--- src/rtl/uart_fifo_ext.sv ---
// uart_fifo_ext: parametrised UART FIFO with level counts, thresholds, FWFT mode,
// flush, sticky error flags, high-watermark and per-word parity.
module uart_fifo_ext #(
    parameter int FIFO_DW   = 8,
    parameter int FIFO_AW   = 4,
    parameter int PARITY_EN = 1,
    parameter int FWFT      = 0
) (
    input  logic               i_clk,
    input  logic               i_nrst,
    input  logic               i_flush,
    input  logic               i_wr_req,
    input  logic [FIFO_DW-1:0] i_data_in,
    input  logic               i_rd_req,
    input  logic [FIFO_AW:0]   i_afull_thr,
    input  logic [FIFO_AW:0]   i_aempty_thr,
    input  logic               i_err_clr,
    output logic [FIFO_DW-1:0] o_data_out,
    output logic               o_valid,
    output logic [FIFO_AW:0]   o_used,
    output logic [FIFO_AW:0]   o_free,
    output logic [FIFO_AW:0]   o_max_used,
    output logic               o_full,
    output logic               o_empty,
    output logic               o_almost_full,
    output logic               o_almost_empty,
    output logic               o_overflow,
    output logic               o_underflow,
    output logic               o_parity_error
);
    localparam logic [FIFO_AW:0] DEPTH = (FIFO_AW+1)'(1) << FIFO_AW;

    logic [FIFO_DW-1:0]    mem_q [2**FIFO_AW];
    logic [2**FIFO_AW-1:0] par_q;
    logic [FIFO_AW-1:0]    wp_q, wp_d, rp_q, rp_d;
    logic [FIFO_AW:0]      used_q, used_d, max_q, max_d;
    logic [FIFO_DW-1:0]    data_q, data_d, head;
    logic                  valid_q, valid_d, perr_q, perr_d, ovf_q, ovf_d, unf_q, unf_d;
    logic                  rd, wr, empty, full, head_perr;

    assign empty     = used_q == '0;
    assign full      = used_q == DEPTH;
    assign rd        = !i_flush & i_rd_req & !empty;
    assign wr        = !i_flush & i_wr_req & (!full | rd);
    assign head      = mem_q[rp_q];
    assign head_perr = PARITY_EN != 0 && ((^head) != par_q[rp_q]);

    always_comb begin
        wp_d    = i_flush ? '0 : wp_q + FIFO_AW'(wr);
        rp_d    = i_flush ? '0 : rp_q + FIFO_AW'(rd);
        used_d  = i_flush ? '0 : used_q + (FIFO_AW+1)'(wr) - (FIFO_AW+1)'(rd);
        // Watermark restarts from the current level when cleared
        max_d   = (i_flush | i_err_clr) ? used_d : (used_d > max_q ? used_d : max_q);
        ovf_d   = (!i_flush & i_wr_req & !wr) | (ovf_q & !i_err_clr);
        unf_d   = (!i_flush & i_rd_req & empty) | (unf_q & !i_err_clr);
        data_d  = rd ? head : data_q;
        valid_d = rd;
        perr_d  = rd & head_perr;
    end

    always_ff @(posedge i_clk) begin
        if (wr) begin
            mem_q[wp_q] <= i_data_in;
            par_q[wp_q] <= PARITY_EN != 0 && (^i_data_in);
        end
    end

    always_ff @(posedge i_clk or negedge i_nrst) begin
        if (!i_nrst) begin
            wp_q    <= '0;
            rp_q    <= '0;
            used_q  <= '0;
            max_q   <= '0;
            data_q  <= '0;
            valid_q <= 1'b0;
            perr_q  <= 1'b0;
            ovf_q   <= 1'b0;
            unf_q   <= 1'b0;
        end else begin
            wp_q    <= wp_d;
            rp_q    <= rp_d;
            used_q  <= used_d;
            max_q   <= max_d;
            data_q  <= data_d;
            valid_q <= valid_d;
            perr_q  <= perr_d;
            ovf_q   <= ovf_d;
            unf_q   <= unf_d;
        end
    end

    assign o_data_out     = FWFT != 0 ? (empty ? '0 : head) : data_q;
    assign o_valid        = FWFT != 0 ? !empty : valid_q;
    assign o_parity_error = FWFT != 0 ? (!empty & head_perr) : perr_q;
    assign o_used         = used_q;
    assign o_free         = DEPTH - used_q;
    assign o_max_used     = max_q;
    assign o_full         = full;
    assign o_empty        = empty;
    assign o_almost_full  = used_q >= i_afull_thr;
    assign o_almost_empty = used_q <= i_aempty_thr;
    assign o_overflow     = ovf_q;
    assign o_underflow    = unf_q;
endmodule

--- config.mk ---
export PLATFORM = sky130hd
export DESIGN_NAME = uart_fifo_ext
export DESIGN_NICKNAME = d
export VERILOG_FILES = /design/src/rtl/uart_fifo_ext.sv
export SDC_FILE = /design/constraint.sdc
export NUM_CORES = 1
export LEC_CHECK = 0
export ABC_AREA = 1
export CORE_AREA = 2 2 137 139
export DETAILED_ROUTE_END_ITERATION = 8
export DIE_AREA = 0 0 139 141
export DONT_BUFFER_PORTS = 1
export HOLD_SLACK_MARGIN = 0.02
export SYNTH_ARGS = -nofsm -noshare
export SYNTH_HDL_FRONTEND = slang
export SYNTH_SLANG_ARGS = --single-unit
--- constraint.sdc ---
create_clock -name i_clk -period 5.6 [get_ports i_clk]
set_input_delay 1.68 -clock i_clk [delete_from_list [all_inputs] [get_ports i_clk]]
set_output_delay 1.68 -clock i_clk [all_outputs]
set_load 0.05 [all_outputs]
==> results.toml, run 1 <==
[global_route]
grt.overflow.total = 0
use_met1_pct = 24.7
busiest_layer = "met2"
grt_pass1_vias = 5073
grt_usage_pct = 18.4
met3_usage_pct = 4.14
grt_max_degree = 81
grt_pass1_wl_mm = 27.5
antenna_found_initial = 0
gr-usage-met2_pct = 29.8

[die]
ioPinCount = 55
die_x_um = 139
die_h_um = 141
die-area_um2 = 19600
initial_core_util_pct = 43.8
core_area_um2 = 18300
rows = 50

[power]
peakVddDrop_mv = 0.218
p_leak_nw = 3.51
powerDensity_nw_per_um2 = 442
power.total_mw = 3.85

[critical_path]
critPathTopFamily = "simple AND/OR/NAND/NOR gates"
critPathMaxStageDelay_ns = 0.73
worstPathMaxFanout = 10
worst_ep_required_time_ns = 5.90
crit_top_cell = "nand2_1"
slowest_stage = "dfrtp_1"
endpoint_kind = "flop"
cp-start-kind = "flop"
crit_buf_inv = 4
path_class = "reg -> reg"
crit_arrival_ns = 5.26
path_cells = "inv_1 -> ha_1 -> nand2_1 -> inv_1 -> ha_1 -> nor2_1 -> clkinv_1 -> nand2_1 -> nand2_1 -> inv_1 -> nand2_1 -> nand2_1 -> ha_1 -> fa_1 -> a21oi_1 -> o21ba_2 -> xor2_1 -> nor2_1 -> ha_1 -> a21o_1 -> o22ai_1 -> nand3_1 -> nand2_1 -> o21ai_0"

[place]
postPlaceCellArea_um2 = 8160
port_buffers = 0
pre_cts_ws_ns = 0.513
globalplace.congestion = 0.773
hpwl_mm = 11.1

[clocking]
cts_hold_buf = 0
clkSinkCount = 174
cts_tree = "yes"
worstSkewPairLatency_ns = 0.43
cts_resized = 0
post_cts_buffers = 0
clk_path_buf_depth = 2
cts.htree.levels = 4
cts-buffers-inserted = 17
root_buffer = "clkbuf_16"
clk_pin_slew_ns = 0.06

[timing]
period_share_pct = 88.6
finalHoldViolCount = 0
slew_headroom_pct = 23.1
rsz0062_at_grt = "false"
max_freq_ghz = 0.202
final.min_clock_period_ns = 4.96
tightest_slew_ns = 1.15
holdWs_ns = 0.621
timing.setup.tns_ns = 0
finalWorstSetupSlack_ns = 0.640
finalMaxSlewViolations = 0
finalSetupViolations = 0
clock_skew_ns = 0.0135

[drt]
drc = 0
dr_total_vias = 5113
first_iter_violations = 410
firstDrtPassIters = 7
routed_wl_mm = 17.3
avgViaCountPerCell = 5.05
detail_route.wl_per_cell_um = 17.1
ant_nets = 0

[status]
status = "finished clean"

[finish]
antennaDiodeCount = 0
finalInstanceArea_um2 = 8710
nets = 818
area_growth_pct = 8.85
drive_gt1_share_pct = 8.35

[synthesis]
netlist.area_leader.share_pct = 54.0
synth_area_per_cell_um2 = 10.5
yosys_register_bits = 174
synth_enable_flop_cells = 144
synth_nets = 818
synthFlopType = "edfxtp_1"
synth_cell_types = 37
synth_warnings = 0
yosysTopAreaCell = "edfxtp_1"
syn_area_um2 = 8000
synth_area_leaders = "edfxtp_1 54%, nand2_1 11%, dfrtp_1 9.4%, ha_1 4.4%, nor2_1 4.1%"
synthCells = 765
seq_area_frac_synth_pct = 63.4
synthArstFlopShare_pct = 17.2

[job]
maxCapViolations = 0

[min_path]
hp-class = "reg -> reg"
## worst register-to-register path, stage by stage, from the launching register on
cell	delay [ns]
dfrtp_1	0.73
inv_1	0.18
ha_1	0.24
nand2_1	0.05
inv_1	0.05
ha_1	0.39
nor2_1	0.39
clkinv_1	0.21
nand2_1	0.09
nand2_1	0.05
inv_1	0.14
nand2_1	0.08
nand2_1	0.07
ha_1	0.18
fa_1	0.21
a21oi_1	0.09
o21ba_2	0.20
xor2_1	0.13
nor2_1	0.20
ha_1	0.29
a21o_1	0.19
o22ai_1	0.16
nand3_1	0.26
nand2_1	0.14
o21ai_0	0.09
## registers in the layout (all words and copies together) (netlist names)
signal,flops
o_overflow,1
o_used,5
o_underflow,1
o_data_out,8
wp_q,4
par_q,16
o_valid,1
mem_q,128
o_max_used,5
rp_q,4
o_parity_error,1
## cell usage in the layout, fill, tap and decap left out, types with 2 or more instances in the layout
| cell type | synthesis | layout |
|---|---|---|
| clkbuf_16 | 0 | 18 |
| a32o_1 | 3 | 3 |
| o21ai_1 | 4 | 5 |
| inv_2 | 9 | 9 |
| dfrtp_1 | 30 | 29 |
| xor2_1 | 3 | 3 |
| nand3_1 | 39 | 39 |
| o21bai_1 | 3 | 3 |
| clkbuf_1 | 3 | 6 |
| nor2_1 | 88 | 88 |
| buf_4 | 3 | 9 |
| xnor2_1 | 9 | 9 |
| clkinv_1 | 2 | 2 |
| nand2_1 | 235 | 235 |
| clkinv_2 | 0 | 5 |
| edfxtp_1 | 144 | 144 |
| nand3_2 | 7 | 7 |
| o21ai_0 | 32 | 31 |
| a21oi_1 | 25 | 25 |
| ha_1 | 28 | 28 |
| inv_1 | 55 | 55 |
| nand2_2 | 7 | 7 |
## through the flow
step | util (%) | std cells
5_1_grt | 47.7 | 1012
3_3_place_gp | 44.7 | 980
4_1_cts | 47.7 | 1012
3_5_place_dp | 44.7 | 980
6_report | 47.7 | 1012
2_1_floorplan | - | 765
## layout make-up
cell class	count	area [um2]
Tap cell	234	293
Sequential cell	174	5080
Clock inverter	7	62.6
Fill cell	1696	9560
Inverter	67	254
Timing Repair Buffer	9	67.6
Clock buffer	25	487
Multi-Input combinational cell	496	2470
## cells in the mapped netlist (9+ instances only)
| master | instances |
|---|---|
| dfrtp_1 | 30 |
| inv_1 | 55 |
| ha_1 | 28 |
| a21oi_1 | 25 |
| xnor2_1 | 9 |
| nor2_1 | 88 |
| nand3_1 | 39 |
| edfxtp_1 | 144 |
| inv_2 | 9 |
| o21ai_0 | 32 |
| buf_2 | 14 |
| nand2_1 | 235 |
## cell families after synthesis
kind of cell	after synthesis	share of synthesized area, %
buffers and inverters	95	5.71
AND/OR/NAND/NOR	379	19.4
AO/OA/AOI/OAI	75	5.32
flip-flops	174	63.4
XOR/XNOR	13	1.52
adder cells (fa/ha/maj)	29	4.63
## routing by layer
metal / part of all wire, % / vias to the layer above
li1: - / 2539
met1: 44 / 2430
met2: 49 / 131
met3: 5.4 / 13
met4: 1.3 / 0
met5: 0 / -
## report_power, final
part	internal [mW]	leakage [nW]	switching, mW
registers	1.49	1.69	0.232
clock network	0.647	0.270	0.454
logic	0.300	1.55	0.723
## final timing paths
check                      slack, ns  startpoint  cells after the start       endpoint
setup / recovery                0.64   o_used[2]                     24  o_max_used[2]
hold / removal                  0.62     rp_q[2]                      1        rp_q[2]
setup reg to reg                0.64   o_used[2]                     24  o_max_used[2]
hold reg to reg                 0.62     rp_q[2]                      1        rp_q[2]
max in group asynchronous       4.57      i_nrst                      0        rp_q[0]
min in group asynchronous       0.94      i_nrst                      0  o_data_out[2]
No activity file was read; power rests on OpenSTA's default activity.
==> run 2: changes to the inputs <==
--- a/config.mk
+++ b/config.mk
@@ -11,6 +11,7 @@
 export DIE_AREA = 0 0 139 141
 export DONT_BUFFER_PORTS = 1
 export HOLD_SLACK_MARGIN = 0.02
+export SLEW_MARGIN = 20
 export SYNTH_ARGS = -nofsm -noshare
 export SYNTH_HDL_FRONTEND = slang
 export SYNTH_SLANG_ARGS = --single-unit
==> run 2 against run 1 <==
- power barely moved
- first-iteration DRC count did not move
- hold slack improved by 0.00088 ns
- largest power group unchanged
- critical endpoint unchanged
- setup slack barely moved
==> results.toml, run 2 (synthesis gave the netlist of run 1 again) <==
[critical_path]
slowest_stage = "dfrtp_1"
endpoint_kind = "flop"
critPathMaxStageDelay_ns = 0.73
path_cells = "inv_1 -> ha_1 -> nand2_1 -> inv_1 -> ha_1 -> nor2_1 -> clkinv_1 -> nand2_1 -> nand2_1 -> inv_1 -> nand2_1 -> nand2_1 -> ha_1 -> fa_1 -> a21oi_1 -> o21ba_2 -> xor2_1 -> nor2_1 -> ha_1 -> a21o_1 -> o22ai_1 -> nand3_1 -> nand2_1 -> o21ai_0"
worst_ep_required_time_ns = 5.90
path_class = "reg -> reg"
worstPathMaxFanout = 10
cp-start-kind = "flop"
crit_top_cell = "nand2_1"
crit_arrival_ns = 5.26

[clocking]
worstSkewPairLatency_ns = 0.43
root_buffer = "clkbuf_16"
post_cts_buffers = 0
clk_path_buf_depth = 2
cts_hold_buf = 0
cts.htree.levels = 4
clkSinkCount = 174
clk_pin_slew_ns = 0.06
cts-buffers-inserted = 17
cts_tree = "yes"
cts_resized = 0

[finish]
final_common_cell = "nand2_1"
drive_gt1_share_pct = 8.35
antennaDiodeCount = 0
final_cell_mix = "235 x nand2_1, 144 x edfxtp_1, 88 x nor2_1"
nets = 818
top_register = "mem_q"
area_growth_pct = 8.86
largest_register_ffs = 128

[place]
globalplace.congestion = 0.773
port_buffers = 0
hpwl_mm = 11.1

[timing]
tightest_slew_ns = 1.12
final.min_clock_period_ns = 4.96
slew_headroom_pct = 24.9
period_share_pct = 88.6
holdWs_ns = 0.622
finalHoldViolCount = 0
max_freq_ghz = 0.202
timing.setup.tns_ns = 0
finalMaxSlewViolations = 0
finalSetupViolations = 0
clock_skew_ns = 0.0102
rsz0062_at_grt = "false"

[power]
switching_share_pct = 36.6
power.total_mw = 3.85
internal_power_mw = 2.44
p_leak_nw = 3.51
switching_power_mw = 1.41
peakVddDrop_mv = 0.218
p_clk_share_pct = 28.6
powerDensity_nw_per_um2 = 442
pwr-share-seq_pct = 44.8
comb_power_share_pct = 26.6

[drt]
drc = 0
detail_route.wl_per_cell_um = 17.1
ant_nets = 0
routed_wl_mm = 17.3
first_iter_violations = 410
dr_total_vias = 5112
avgViaCountPerCell = 5.05
firstDrtPassIters = 7

[die]
die_h_um = 141
initial_core_util_pct = 43.8
core_area_um2 = 18300
ioPinCount = 55
die_x_um = 139
die-area_um2 = 19600
rows = 50

[global_route]
grt_max_degree = 81
grt_pass1_vias = 5073
grt_pass1_wl_mm = 27.5
grt_usage_pct = 18.4
antenna_found_initial = 0
grt.overflow.total = 0

[job]
maxCapViolations = 0

[min_path]
hp-class = "reg -> reg"

[status]
status = "finished clean"
run 2: per-stage QoR:
stage                     setup WS (ns)  util (%)  cells  instance area, um2
after floorplan                   0.692         -    765                8000
after global placement            0.759      44.7    980                8160
after detailed placement          0.513      44.7    980                8160
after CTS                         0.678      47.7   1012                8710
after global routing              0.189      47.7   1012                8710
final                             0.640      47.7   1012                8710
run 2: final cells by class:
class	instances	area, um2
Clock buffer	25	487
Sequential cell	174	5080
Multi-Input combinational cell	496	2470
Fill cell	1695	9560
Timing Repair Buffer	9	67.6
Clock inverter	7	62.6
Tap cell	234	293
Inverter	67	255
run 2: final timing paths:
check / start / to / slack (ns) / depth (start not counted)
worst max-delay path: o_used[2] / o_max_used[2] / 0.64 / 24
worst min-delay path: rp_q[2] / rp_q[2] / 0.62 / 1
worst max register to register: o_used[2] / o_max_used[2] / 0.64 / 24
worst min register to register: rp_q[2] / rp_q[2] / 0.62 / 1
max in group asynchronous: i_nrst / rp_q[0] / 4.57 / 0
min in group asynchronous: i_nrst / o_data_out[2] / 0.94 / 0
run 2: critical path, delay by kind of cell, from the launching register on:
kind	cells	cell delay [ns]
compound gates	5	0.73
xor+xnor	1	0.13
fa+ha+maj	5	1.31
buf+inv	4	0.58
flops	1	0.73
simple gates	9	1.32
run 2: power by group through the flow:
stage	sequential (mW)	combinational [mW]	clock, mW
global route	1.73	1.15	1.17
CTS	1.72	1.02	1.12
global placement	1.75	0.978	0
finish	1.72	1.02	1.10
detailed placement	1.75	1.02	0
floorplan	1.78	0.781	0
run 2: per-layer routing:
| layer | vias up | wire length [um] | share of wire [%] | GRT usage [%] |
|---|---|---|---|---|
| met5 | - | 0 | 0 | 0 |
| met4 | 0 | 274 | 1.6 | 6.27 |
| met3 | 18 | 740 | 4.3 | 4.14 |
| met2 | 117 | 8580 | 50 | 29.8 |
| met1 | 2439 | 7730 | 45 | 24.7 |
| li1 | 2538 | - | - | - |
==> run 3: changes to the inputs <==
--- a/config.mk
+++ b/config.mk
@@ -11,6 +11,7 @@
 export DIE_AREA = 0 0 139 141
 export DONT_BUFFER_PORTS = 1
 export HOLD_SLACK_MARGIN = 0.02
+export PLACE_DENSITY = 0.68
 export SLEW_MARGIN = 20
 export SYNTH_ARGS = -nofsm -noshare
 export SYNTH_HDL_FRONTEND = slang
==> run 3 against run 2 <==
- wire length down 2.1%
- sequential power about the same
- non-clock buffer count unchanged
- cell count about the same
- power up 1.4%
- global-route usage down 0.51 points
- design area up 0.47%
- register-to-register slack better by 0.12 ns
- first-iteration DRC count down 8.5%
- utilization up 0.23 points
- clock skew down 0.00052 ns
==> results.toml, run 3 (synthesis gave the netlist of run 1 again) <==
[status]
status = "finished clean"

[timing]
finalMaxSlewViolations = 0
period_share_pct = 86.4
final.min_clock_period_ns = 4.84
tightest_slew_ns = 1.08
rsz0062_at_grt = "false"
finalHoldViolCount = 0
holdWs_ns = 0.561
slew_headroom_pct = 27.2
finalSetupViolations = 0
clock_skew_ns = 0.00970
max_freq_ghz = 0.207
finalWorstSetupSlack_ns = 0.760
timing.setup.tns_ns = 0

[drt]
first_iter_violations = 375
detail_route.wl_per_cell_um = 16.8
routed_wl_mm = 17.0
dr_total_vias = 5152
firstDrtPassIters = 5
ant_nets = 0
avgViaCountPerCell = 5.10
drc = 0

[critical_path]
rr_endpoint = "o_max_used[4]"
crit_arrival_ns = 5.18
cp_num_cells = 21
crit_buf_inv = 4
critPathMaxStageDelay_ns = 0.74
slowest_stage = "dfrtp_1"
crit_top_cell = "ha_1"
worst_ep_required_time_ns = 5.94
critPathTopFamily = "adder cells"
path_class = "reg -> reg"
endpoint_kind = "flop"
crit_end = "o_max_used[4]"
worstPathMaxFanout = 18
cp-start-kind = "flop"
path_cells = "inv_1 -> ha_1 -> nand2_1 -> inv_1 -> ha_1 -> nor2_1 -> clkinv_1 -> buf_4 -> nand2_1 -> nand2_1 -> ha_1 -> fa_1 -> a21oi_1 -> o21ba_2 -> xor2_1 -> nor2_1 -> ha_1 -> a21o_1 -> o22ai_1 -> nand3_1 -> o21ai_0"
rr_worst_depth = 21
startpoint = "o_used[2]"
ff2ff_setup_slack_ns = 0.76
timing.rr.start = "o_used[2]"

[global_route]
grt_pass1_vias = 4919
grt_max_degree = 56
grt.overflow.total = 0
antenna_found_initial = 0
grt_usage_pct = 17.9
grt_pass1_wl_mm = 26.8

[job]
maxCapViolations = 0

[power]
pwr-share-seq_pct = 44.6
internal_power_mw = 2.45
p_leak_nw = 3.53
powerDensity_nw_per_um2 = 446
peakVddDrop_mv = 0.253
switching_share_pct = 37.3
switching_power_mw = 1.45
p_clk_share_pct = 30.0
comb_power_share_pct = 25.3

[place]
hpwl_mm = 10.5
globalplace.congestion = 0.814
pre_cts_ws_ns = 0.631
dp_cells = 980
port_buffers = 0

[clocking]
post_cts_buffers = 0
worstSkewPairLatency_ns = 0.43
cts_hold_buf = 0
cts.htree.levels = 4
cts_tree = "yes"
cts-buffers-inserted = 17
root_buffer = "clkbuf_16"
clk_pin_slew_ns = 0.06
clkSinkCount = 174
cts_resized = 0
clk_path_buf_depth = 2

[finish]
final_common_cell = "nand2_1"
drive_gt1_share_pct = 9.01
top_register = "mem_q"
area_growth_pct = 9.38
layout.cells.non_filler = 1011
largest_register_ffs = 128
final_cell_mix = "235 x nand2_1, 144 x edfxtp_1, 88 x nor2_1"
antennaDiodeCount = 0
nets = 818

[die]
die_h_um = 141
die-area_um2 = 19600
core_area_um2 = 18300
ioPinCount = 55
initial_core_util_pct = 43.8
rows = 50
die_x_um = 139

[min_path]
hp-class = "reg -> reg"
[run 3: cell count changes in the layout (fill, tap and decap cells not counted), sizes merged]
cell      change
bufinv        +1
clkbuf        -8
clkinv        -2
clkinvlp      +1
inv           +7
[run 3: how the worst min path moves through the flow]
stage	cells past startpoint	slack (ns)	endpoint	start
after global routing	1	0.58	rp_q[2]	rp_q[2]
after floorplan	1	0.51	rp_q[2]	rp_q[2]
after CTS	1	0.56	rp_q[2]	rp_q[2]
after global placement	1	0.55	rp_q[2]	rp_q[2]
final	1	0.56	rp_q[2]	rp_q[2]
after detailed placement	1	0.55	rp_q[2]	rp_q[2]
[run 3: through the flow]
stage	utilization (%)	power, mW	area, um2
floorplan	-	2.56	8000
global placement	44.7	2.74	8160
detailed placement	44.7	2.76	8170
CTS	47.9	3.92	8750
global route	47.9	4.09	8750
finish	47.9	3.90	8750
[run 3: cell type report]
type                            instances  area (um2)
Clock buffer                           17         425
Fill cell                            1642        9510
Multi-Input combinational cell        496        2480
Inverter                               67         254
Sequential cell                       174        5080
Clock inverter                         14         159
Timing Repair Buffer                    9        67.6
Tap cell                              234         293
[run 3: routing by layer]
layer / vias up / track usage (%) / routed length [um]
li1: 2539 / - / -
met1: 2444 / 23.9 / 7510
met2: 138 / 28.8 / 8180
met3: 31 / 3.74 / 820
met4: 0 / 7.39 / 451
met5: - / 0 / 0
[run 3: worst reg2reg max path: stages (launching register included)]
cell	delay, ns
dfrtp_1	0.74
inv_1	0.18
ha_1	0.24
nand2_1	0.05
inv_1	0.05
ha_1	0.39
nor2_1	0.35
clkinv_1	0.13
buf_4	0.20
nand2_1	0.08
nand2_1	0.06
ha_1	0.21
fa_1	0.41
a21oi_1	0.16
o21ba_2	0.14
xor2_1	0.14
nor2_1	0.08
ha_1	0.29
a21o_1	0.18
o22ai_1	0.13
nand3_1	0.27
o21ai_0	0.26
[run 3: power by group through the flow]
stage	Combinational [mW]	Clock [mW]	Sequential (mW)
final	0.989	1.17	1.74
after global routing	1.11	1.23	1.75
after CTS	0.992	1.19	1.74
after detailed placement	0.985	0	1.77
after global placement	0.968	0	1.77
after floorplan	0.781	0	1.78
